$ cat src/rtl/fifo_rd_stream.sv
// Read-side drain engine for the asynchronous FIFO (read clock domain).
// It pops the FIFO whenever there is room for the word, and it absorbs the
// FIFO's one-cycle registered read latency in a 2-entry skid buffer. Words
// leave on a valid/ready stream at up to one per cycle. A wrapping counter
// records how many words were delivered.
module fifo_rd_stream #(
  parameter int unsigned WIDTH = 8,
  parameter int unsigned CNT_W = 16
) (
  input  logic             rd_clk,
  input  logic             rd_rst,
  input  logic             fifo_empty,
  output logic             fifo_rd_en,
  input  logic [WIDTH-1:0] fifo_rd_data,
  output logic             m_valid,
  input  logic             m_ready,
  output logic [WIDTH-1:0] m_data,
  output logic [CNT_W-1:0] rd_count
);

  logic [WIDTH-1:0] r_buf [2];
  logic             r_head;
  logic             r_tail;
  logic [1:0]       r_occ;
  logic             r_inflight;
  logic [CNT_W-1:0] r_count;

  logic             w_hs;
  logic [1:0]       w_level;
  logic             w_pop_ok;

  // Output view of the buffer head, and pop permission.
  // A pop is allowed at a level of 2 only when a word leaves this cycle,
  // which keeps 1 word/cycle through the combinational m_ready path.
  always_comb begin
    m_valid    = (r_occ != 2'd0);
    m_data     = r_buf[r_head];
    rd_count   = r_count;
    w_hs       = m_valid & m_ready;
    w_level    = r_occ + {1'b0, r_inflight};
    w_pop_ok   = (w_level < 2'd2) || ((w_level == 2'd2) && w_hs);
    fifo_rd_en = !rd_rst && !fifo_empty && w_pop_ok;
  end

  // Capture the returning FIFO word into the tail slot and track the pop that is in flight.
  always_ff @(posedge rd_clk) begin
    if (rd_rst) begin
      r_buf[0]   <= '0;
      r_buf[1]   <= '0;
      r_tail     <= 1'b0;
      r_inflight <= 1'b0;
    end else begin
      r_inflight <= fifo_rd_en;
      if (r_inflight) begin
        r_buf[r_tail] <= fifo_rd_data;
        r_tail        <= ~r_tail;
      end
    end
  end

  // Advance the head on a handshake and count the delivered words. The counter wraps silently.
  always_ff @(posedge rd_clk) begin
    if (rd_rst) begin
      r_head  <= 1'b0;
      r_count <= '0;
    end else if (w_hs) begin
      r_head  <= ~r_head;
      r_count <= r_count + CNT_W'(1);
    end
  end

  // Occupancy. A capture and a handshake in the same cycle cancel each other.
  always_ff @(posedge rd_clk) begin
    if (rd_rst) begin
      r_occ <= '0;
    end else begin
      case ({r_inflight, w_hs})
        2'b10:   r_occ <= r_occ + 2'd1;
        2'b01:   r_occ <= r_occ - 2'd1;
        default: r_occ <= r_occ;
      endcase
    end
  end

endmodule

$ cat config.mk
export PLATFORM = sky130hd
export DESIGN_NAME = fifo_rd_stream
export DESIGN_NICKNAME = d
export VERILOG_FILES = /design/src/rtl/fifo_rd_stream.sv
export SDC_FILE = /design/constraint.sdc
export NUM_CORES = 1
export LEC_CHECK = 0
export ABC_AREA = 1
export ABC_CLOCK_PERIOD_IN_PS = 1410
export CAP_MARGIN = 30
export CORE_AREA = 2 2 99 53
export CTS_CLUSTER_SIZE = 24
export DETAILED_ROUTE_END_ITERATION = 16
export DIE_AREA = 0 0 101 55
export MAX_ROUTING_LAYER = met4
export PLACE_DENSITY_LB_ADDON = 0.15
export SLEW_MARGIN = 0
export SYNTH_ARGS = -nofsm -noshare
export SYNTH_HDL_FRONTEND = slang
export SYNTH_SLANG_ARGS = --single-unit
$ cat constraint.sdc
create_clock -name rd_clk -period 1.41 [get_ports rd_clk]
set_input_delay 0.282 -clock rd_clk [delete_from_list [all_inputs] [get_ports rd_clk]]
set_output_delay 0.282 -clock rd_clk [all_outputs]
set_load 0.03 [all_outputs]
Word level (Yosys, flattened, before mapping):

Memories as Yosys holds them, arrays and structs flattened. A register that Yosys moved wholly into a read port is not among the register bits.
Cells that the tools add are included.

* memories: 1
* output and inout port bits: 26
* register bits after elaboration: 21
* bits of input ports: 12
* memory bits (writable): 16
* word-level logic and storage cells: 37

* reductions and logical operators: 9
* add/subtract/negate cells: 4
* bitwise logic cells: 3
* equal/unequal tests: 3
* muxes and demuxes: 11
* $lt $le $gt $ge: 1

Memories
* r_buf: words 2, width 8, rd ports 1, clocked after Yosys merged registers in 1, write ports 2, RTL line 21 `logic [WIDTH-1:0] r_buf [2];`

Operator list (number)
* 16-bit by 1-bit adder with 16-bit output (second input constant): 1
* 1-bit 2-to-1 mux: 9
* 8-bit 2-to-1 mux: 1
* 8-bit OR reduction: 1
* 2-bit == test (second input constant): 2
* 2-bit one-hot mux with 2 select lines: 1
* 2-bit nonzero test: 2
* 1-bit logical AND: 3
* 2-bit by 1-bit adder with 2-bit output: 1
* 2-bit by 1-bit adder with 2-bit output (second input constant): 1
* 2-bit by 1-bit == test with 1-bit output (second input constant): 1
* 1-bit logical NOT: 2
* 2-bit less-than comparator (second input constant): 1
* 1-bit inverter: 2
* 2-bit by 1-bit subtractor with 2-bit output (second input constant): 1
* 1-bit AND: 1
* 1-bit logical OR: 1

Logic depth before layout (Yosys ltp):

Gate-level depths: netlist of run 1.

* word-level depth: 5
* gate-level depth with buffers: 9
* gate-level depth less buffers: 9

Worst setup path after synthesis of run 1:

No wires, ideal clock.

* path type: register to register
* start: register r_count[1] (netlist: rd_count[1])
* end: register r_count[10] (netlist: rd_count[10])
* arrival time: 1347 ps
* path buffers: 0
* library setup time: 128 ps
* slack: -66 ps
* period minus slack after synthesis: 1476 ps
* stages on the path, launching flop included: 9
* cells stage by stage: dfxtp_1 -> ha_1 -> nand3_1 -> nor2_1 -> nand2_1 -> inv_1 -> nand3_1 -> nand2_1 -> nor2_1

* cells in the longest elaborated chain, start to end: 1

Ends and longest elaborated chain
* start, declared: RTL line 26 `logic [CNT_W-1:0] r_count;`
* start signal, assigned: RTL line 68 `r_count <= r_count + CNT_W'(1);`
* 16-bit by 1-bit adder with 16-bit output: RTL line 68

Every way passes these cells.
A chain may end at the register's enable or synchronous reset.

Worst setup path after layout of run 1:

* start: register r_occ[0]
* end: output port fifo_rd_en

* cells in the longest elaborated chain, start to end: 5
* elaborated cells between the ends (all ways): 8

Ends and longest elaborated chain
* start, declared: RTL line 24 `logic [1:0] r_occ;`
* start signal, assigned: RTL line 78 `2'b10: r_occ <= r_occ + 2'd1;`
* start signal, assigned: RTL line 79 `2'b01: r_occ <= r_occ - 2'd1;`
* start signal, assigned: RTL line 80 `default: r_occ <= r_occ;`
* 2-bit by 1-bit adder with 2-bit output / 2-bit nonzero test (equally long branches): RTL line 40, 36
* 2-bit == test / 1-bit AND (equally long branches): RTL line 41, 39
* 1-bit logical AND: RTL line 41 `w_pop_ok = (w_level < 2'd2) || ((w_level == 2'd2) && w_hs);`
* 1-bit logical OR (*): RTL line 41
* 1-bit logical AND (*): RTL line 42 `fifo_rd_en = !rd_rst && !fifo_empty && w_pop_ok;`
* end, declared: RTL line 13 `output logic fifo_rd_en,`

Mark *: on every way between the ends. The rest lies on a longest branch, timed or not.

==> results of run 1 <==
==> metrics by stage <==
stage | cell area, um2 | total power [W] | setup WS [ps]
detailed placement | 2520 | 0.00231 | -293
CTS | 2740 | 0.00357 | -135
finish | 2840 | 0.00370 | -147
global placement | 2520 | 0.00230 | -261
global route | 2840 | 0.00386 | -201
floorplan | 1820 | 0.00187 | 5.06
==> synth_stat cells, drive strengths merged <==
cell type | count | share of area, %
inv | 32 | 6.6
ha | 3 | 2.1
nand3 | 9 | 2.8
o21bai | 2 | 0.83
o21a | 2 | 0.83
nor2 | 51 | 12
mux2 | 8 | 5.0
clkinv | 1 | 0.21
and3 | 1 | 0.35
dfxtp | 22 | 24
xnor2 | 1 | 0.48
buf | 2 | 0.90
clkbuf | 2 | 0.41
nand2 | 43 | 9.2
nor3b | 1 | 0.41
a21oi | 9 | 2.5
o21ai | 6 | 1.7
xor2 | 1 | 0.48
edfxtp | 16 | 26
nand4 | 2 | 1.0
nor3 | 5 | 1.7
==> logic make-up (layout without fill, tap and decap cells) <==
logic type	count (synthesis)	after routing	synth area share, %
buffers and inverters	37	114	8.14
xor gates and xnor gates	2	2	0.966
DFF	38	38	50.8
and+or+nand+nor	112	112	27.3
muxes	8	8	4.97
adders and majority gates	3	3	2.07
AOI/OAI and AO/OA	19	19	5.79
==> state kept, by name, summed over array words and instances, names as in the netlist, named ones only <==
name	count
r_buf	16
rd_count	16
r_occ	2
r_head	1
r_inflight	1
r_tail	1
==> layer usage <==
metal  GRT usage, %  wire length [um]  vias to the layer above
met5              -                 0                        -
met4           3.38                13                        0
met3           4.15               175                        2
met2           22.0              1650                       27
met1           26.1              2520                      714
li1               -                 -                      846
==> worst max-delay path: stages, from the launching register on <==
cell and delay [ps]:
dfxtp_4 370, ha_4 170, xnor2_4 120, o21a_1 190, buf_6 130
==> timing repair <==
action | 4_1_cts | 5_1_grt
setup endpoints to repair | 24 | 25
pin swaps | 2 | 13
gates resized for setup | 91 | 28
buffers inserted | 2 | 0
==> where the power goes <==
part | total (W) | leakage [nW] | internal, W | switching, W
Combinational | 0.00122 | 0.886 | 0.000622 | 0.000599
Sequential | 0.00135 | 0.348 | 0.00126 | 0.0000864
Clock | 0.00113 | 0.0683 | 0.000709 | 0.000420
==> layout by cell type (no fill, tap or decap), drive strengths merged <==
cell type,count
clkdlybuf4s15,1
clkbuf,5
dlymetal6s2s,1
nor3b,1
nor3,5
nand4,2
clkinv,2
buf,47
clkdlybuf4s50,10
dlygate4sd2,14
o21bai,2
xor2,1
inv,32
ha,3
edfxtp,16
xnor2,1
dfxtp,22
bufinv,2
o21a,2
and3,1
a21oi,9
nand3,9
o21ai,6
mux2,8
nor2,51
nand2,43
==> layout make-up <==
class	instances	area share, %
Clock buffer	5	2.42
Clock inverter	3	2.42
Inverter	33	4.36
Multi-Input combinational cell	144	31.2
Sequential cell	38	32.8
Tap cell	60	2.64
Timing Repair Buffer	73	24.1
==> worst paths after layout <==
path / startpoint / slack, ps / end
max: r_occ[0]$_SDFFE_PP0P_ / -150 / fifo_rd_en
min: r_head$_SDFFE_PP0P_ / 450 / register
max reg2reg: r_occ[0]$_SDFFE_PP0P_ / -10 / rd_count[4]$_SDFFE_PP0P_
min reg2reg: r_head$_SDFFE_PP0P_ / 450 / register
==> results.sh, run 1 <==
export IMPL_rsz0062_at_grt="yes"
export IMPL_vias=1589
export IMPL_ys_ff_latch=38
export IMPL_grt_pass1_wl_um=6710
export IMPL_regArea_um2=933
export IMPL_criticalPathCategory="reg -> out"
export IMPL_die_h_um=55
export IMPL_fmax_mhz=642
export IMPL_worstMarginPinSlew_ps=330
export IMPL_dieArea_um2=5560
export IMPL_cts_buffers=5
export IMPL_syn_mean_instance_area_um2=8.28
export IMPL_design_core_area_um2=4730
export IMPL_first_pass_iters=4
export IMPL_violations="setup timing"
export IMPL_cp_end_kind="output port"
export IMPL_drtIter0Drc=106
export IMPL_yosysSeqAreaShare_pct=50.8
export IMPL_post_dp_hpwl_um=3240
export IMPL_antenna_left=0
export IMPL_via_per_inst=4.46
export IMPL_ys_types=28
export IMPL_status="finished, violations left"
export IMPL_fp_row_count=18
export IMPL_htreeDepth=2
export IMPL_clkSinkCount=38
export IMPL_ctsRootBufferMaster="clkbuf_8"
export IMPL_power_density_nw_per_um2=1300
export IMPL_start_util_pct=38.4
export IMPL_clk_insertion_delay_late_ps=290
export IMPL_syn_nets=234
export IMPL_hold_ws_ps=450
export IMPL_arrival_ps=1280
export IMPL_syn_to_final_growth_pct=56.7
export IMPL_utilization_pct=60.1
export IMPL_netlist_instances=219
export IMPL_grt_pass1_vias=1386
export IMPL_port_buffers=37
export IMPL_grt_util_all_layers_pct=17.0
export IMPL_fin_nets=310
export IMPL_tns_ps=-667
export IMPL_finalClockSkew_ps=8.29
export IMPL_min_period_over_period_pct=110
export IMPL_min_period_ps=1560
export IMPL_hp_class="reg -> reg"
export IMPL_slew_violations=0
export IMPL_drc=0
export IMPL_wl_per_cell_um=12.2
export IMPL_grt_overflow=0
export IMPL_antenna_found_initial=0
export IMPL_vdd_drop_max_uv=730
export IMPL_leakagePower_nw=1.30
export IMPL_holdBufCountCts=0
export IMPL_required_ps=1130
export IMPL_ioPinCount=38
export IMPL_maxCapViolCount=0
export IMPL_fin_ws_ps=-147
export IMPL_layout_drive_gt1_share_pct=31.8
export IMPL_yosysWarnings=0
export IMPL_diodes=0
export IMPL_syn_area_um2=1810
export IMPL_dp_cells=346
export IMPL_min_path_cells=1
export IMPL_final_hold_violation_count=0
export IMPL_routed_wl_um=4350
export IMPL_multi_input_area_um2=888
export IMPL_grt_max_degree=14
export IMPL_gp_congestion=0.843
export IMPL_reg2reg_depth=9
export IMPL_clock_tree_buffer_depth=2
export IMPL_critical_path_max_fanout=3
export IMPL_setup_violations_final=10
export IMPL_cts_tree="done"
export IMPL_nFillCells=424
export IMPL_fin_cells=356
export IMPL_die_w_um=101
export IMPL_slew_headroom_pct=78.1
export IMPL_clk_pin_slew_worst_paths_ps=80
export IMPL_start_kind="register"
No activity file was read; power rests on OpenSTA's default activity.
==> run 2: changes to the inputs <==
ABC_AREA = not set   (was 1)
CORE_AREA = 2 2 97 52   (was 2 2 99 53)
DIE_AREA = 0 0 99 54   (was 0 0 101 55)
==> results.sh, run 2 <==
export IMPL_ioPinCount=38
export IMPL_grt_util_all_layers_pct=16.6
export IMPL_fin_ws_ps=-202
export IMPL_synth_top_area_share_pct=27.6
export IMPL_hp_class="reg -> reg"
export IMPL_worstMarginPinSlew_ps=459
export IMPL_violations="setup timing"
export IMPL_slew_headroom_pct=69.4
export IMPL_min_period_ps=1610
export IMPL_die_h_um=54
export IMPL_cp_depth=7
export IMPL_leakagePower_nw=1.19
export IMPL_clock_tree_buffer_depth=2
export IMPL_r2r_setup_slack_ps=-200
export IMPL_power_density_nw_per_um2=1280
export IMPL_crit_path_end="rd_count[15]$_SDFFE_PP0P_"
export IMPL_r2r_start="r_occ[0]$_SDFFE_PP0P_"
export IMPL_crit_top_cell="buf_6"
export IMPL_antenna_found_initial=0
export IMPL_preCtsSetupSlack_ps=-469
export IMPL_synth_most_common_cell="dfxtp_1"
export IMPL_required_ps=1580
export IMPL_fin_nets=247
export IMPL_drc=0
export IMPL_layout_drive_gt1_share_pct=48.5
export IMPL_dieArea_um2=5350
export IMPL_nFillCells=366
export IMPL_ys_ff_latch=38
export IMPL_fin_area_um2=2860
export IMPL_htreeDepth=2
export IMPL_mostFrequentLayoutCells="24 x buf_4, 22 x buf_6, 19 x nor2_1"
export IMPL_clk_insertion_delay_late_ps=290
export IMPL_rsz0062_at_grt="yes"
export IMPL_grt_pass1_vias=1338
export IMPL_routed_wl_um=4120
export IMPL_crit_path_start="r_occ[0]$_SDFFE_PP0P_"
export IMPL_grt_pass1_wl_um=6440
export IMPL_critical_path_max_fanout=4
export IMPL_utilization_pct=61.9
export IMPL_synth_top_cells_by_count="22 x dfxtp_1, 21 x nor2_1, 16 x and2_1, 16 x edfxtp_1, 10 x xnor2_1"
export IMPL_die_w_um=99
export IMPL_cts_tree="done"
export IMPL_start_util_pct=37.7
export IMPL_reg2reg_depth=7
export IMPL_diodes=0
export IMPL_holdBufCountCts=0
export IMPL_cp_end_kind="register"
export IMPL_drtIter0Drc=54
export IMPL_ctsRootBufferMaster="clkbuf_8"
export IMPL_antenna_left=0
export IMPL_min_period_over_period_pct=114
export IMPL_cts_buffers=5
export IMPL_grt_max_degree=12
export IMPL_syn_area_um2=1740
export IMPL_synth_edf_count=16
export IMPL_total_power_w=0.00366
export IMPL_synth_flop_cell="dfxtp_1"
export IMPL_syn_mean_instance_area_um2=11.0
export IMPL_maxCapViolCount=0
export IMPL_gp_congestion=0.815
export IMPL_finalClockSkew_ps=6.90
export IMPL_wl_per_cell_um=14.1
export IMPL_yosysSeqAreaShare_pct=52.9
export IMPL_fp_row_count=18
export IMPL_final_hold_violation_count=0
export IMPL_slew_violations=0
export IMPL_clk_pin_slew_worst_paths_ps=70
export IMPL_arrival_ps=1780
export IMPL_layout_commonest_cell="buf_4"
export IMPL_design_core_area_um2=4620
export IMPL_ys_types=37
export IMPL_synthTopCellsByArea="edfxtp_1 28%, dfxtp_1 25%, mux2_2 5.8%"
export IMPL_start_kind="register"
export IMPL_status="finished, violations left"
export IMPL_syn_nets=173
export IMPL_synth_top_cell_by_area="edfxtp_1"
export IMPL_criticalPathCategory="reg -> reg"
export IMPL_post_dp_hpwl_um=2940
export IMPL_clkSinkCount=38
export IMPL_yosysWarnings=0
export IMPL_dpl_instance_area_um2=2450
export IMPL_via_per_inst=4.66
export IMPL_syn_to_final_growth_pct=64.2
export IMPL_cp_slowest_cell="dfxtp_4"
export IMPL_vdd_drop_max_uv=483
export IMPL_async_flop_share_pct=0
export IMPL_crit_family="simple AND/OR/NAND/NOR gates"
export IMPL_first_pass_iters=4
export IMPL_port_buffers=37
export IMPL_netlist_instances=158
export IMPL_cp_cell_sequence="buf_4 -> buf_6 -> buf_6 -> o211ai_4 -> nor4_4 -> nand4_1 -> mux2_1"
export IMPL_r2r_end="rd_count[15]$_SDFFE_PP0P_"
export IMPL_grt_overflow=0
export IMPL_fmax_mhz=620
export IMPL_vias=1364
export IMPL_setup_violations_final=28
export IMPL_max_stage_delay_ps=370
export IMPL_crit_buf_inv=3
## run 2: worst min path at each step
stage / startpoint / endpoint / cells after the start
final: r_head$_SDFFE_PP0P_ / register / 2
after global routing: r_head$_SDFFE_PP0P_ / register / 2
after CTS: rd_count[6]$_SDFFE_PP0P_ / rd_count[6]$_SDFFE_PP0P_ / 2
after detailed placement: r_head$_SDFFE_PP0P_ / register / 2
after global placement: r_head$_SDFFE_PP0P_ / r_head$_SDFFE_PP0P_ / 2
after floorplan: fifo_empty / r_inflight$_SDFF_PP0_ / 1
## run 2: stage by stage
stage	hold slack, ps	instances	TNS [ps]
after floorplan	359	158	-119
after global placement	489	274	-13220
after detailed placement	510	274	-14270
after CTS	536	292	-2160
after global routing	551	293	-4480
final	523	293	-2480
## run 2: routing by layer
metal / vias up / global-route usage (%) / wire length (um)
li1: 697 / - / -
met1: 639 / 23.6 / 2240
met2: 23 / 22.5 / 1680
met3: 5 / 4.81 / 152
met4: 0 / 5.48 / 48
met5: - / - / 0
## run 2: cells by family (layout without fill, tap and decap cells)
group,after synthesis,after routing,synth area share [%]
and+or+nand+nor,67,67,22.0
DFF,38,38,52.9
xor gates and xnor gates,14,14,7.04
AOI/OAI and AO/OA,13,13,5.39
muxes,12,12,7.69
buffers and inverters,11,86,2.80
adders and majority gates,3,3,2.16
## run 2: where the power goes
group | internal, W | switching, W | total, W | leakage [nW]
combinational | 0.000759 | 0.000610 | 0.00137 | 0.784
sequential | 0.00127 | 0.000124 | 0.00139 | 0.356
clock | 0.000529 | 0.000369 | 0.000898 | 0.0524
total | 0.00256 | 0.00110 | 0.00366 | 1.19
## run 2: cell type report
cell class	count	area (um2)	share of cell area [%]
inverter	5	21.3	0.744
clock inverter	1	30.0	1.05
clock buffer	7	76.3	2.67
multi-input combinational	109	998	34.9
timing repair buffer	73	687	24.0
tap	60	75.1	2.63
sequential	38	970	33.9
## run 2: worst register-to-register path, stage by stage, from the launching register on
cell,delay [ps]
dfxtp_4,370
buf_4,110
buf_6,90
buf_6,100
o211ai_4,90
nor4_4,260
nand4_1,160
mux2_1,320
## run 2: what timing repair did
action | 4_1_cts | 5_1_grt
setup endpoints to repair | 42 | 46
gates resized for setup | 112 | 24
pin swaps | 13 | 13
gates cloned | 0 | 0
endpoints found under the hold margin | 0 | 0
setup buffers | 10 | 3
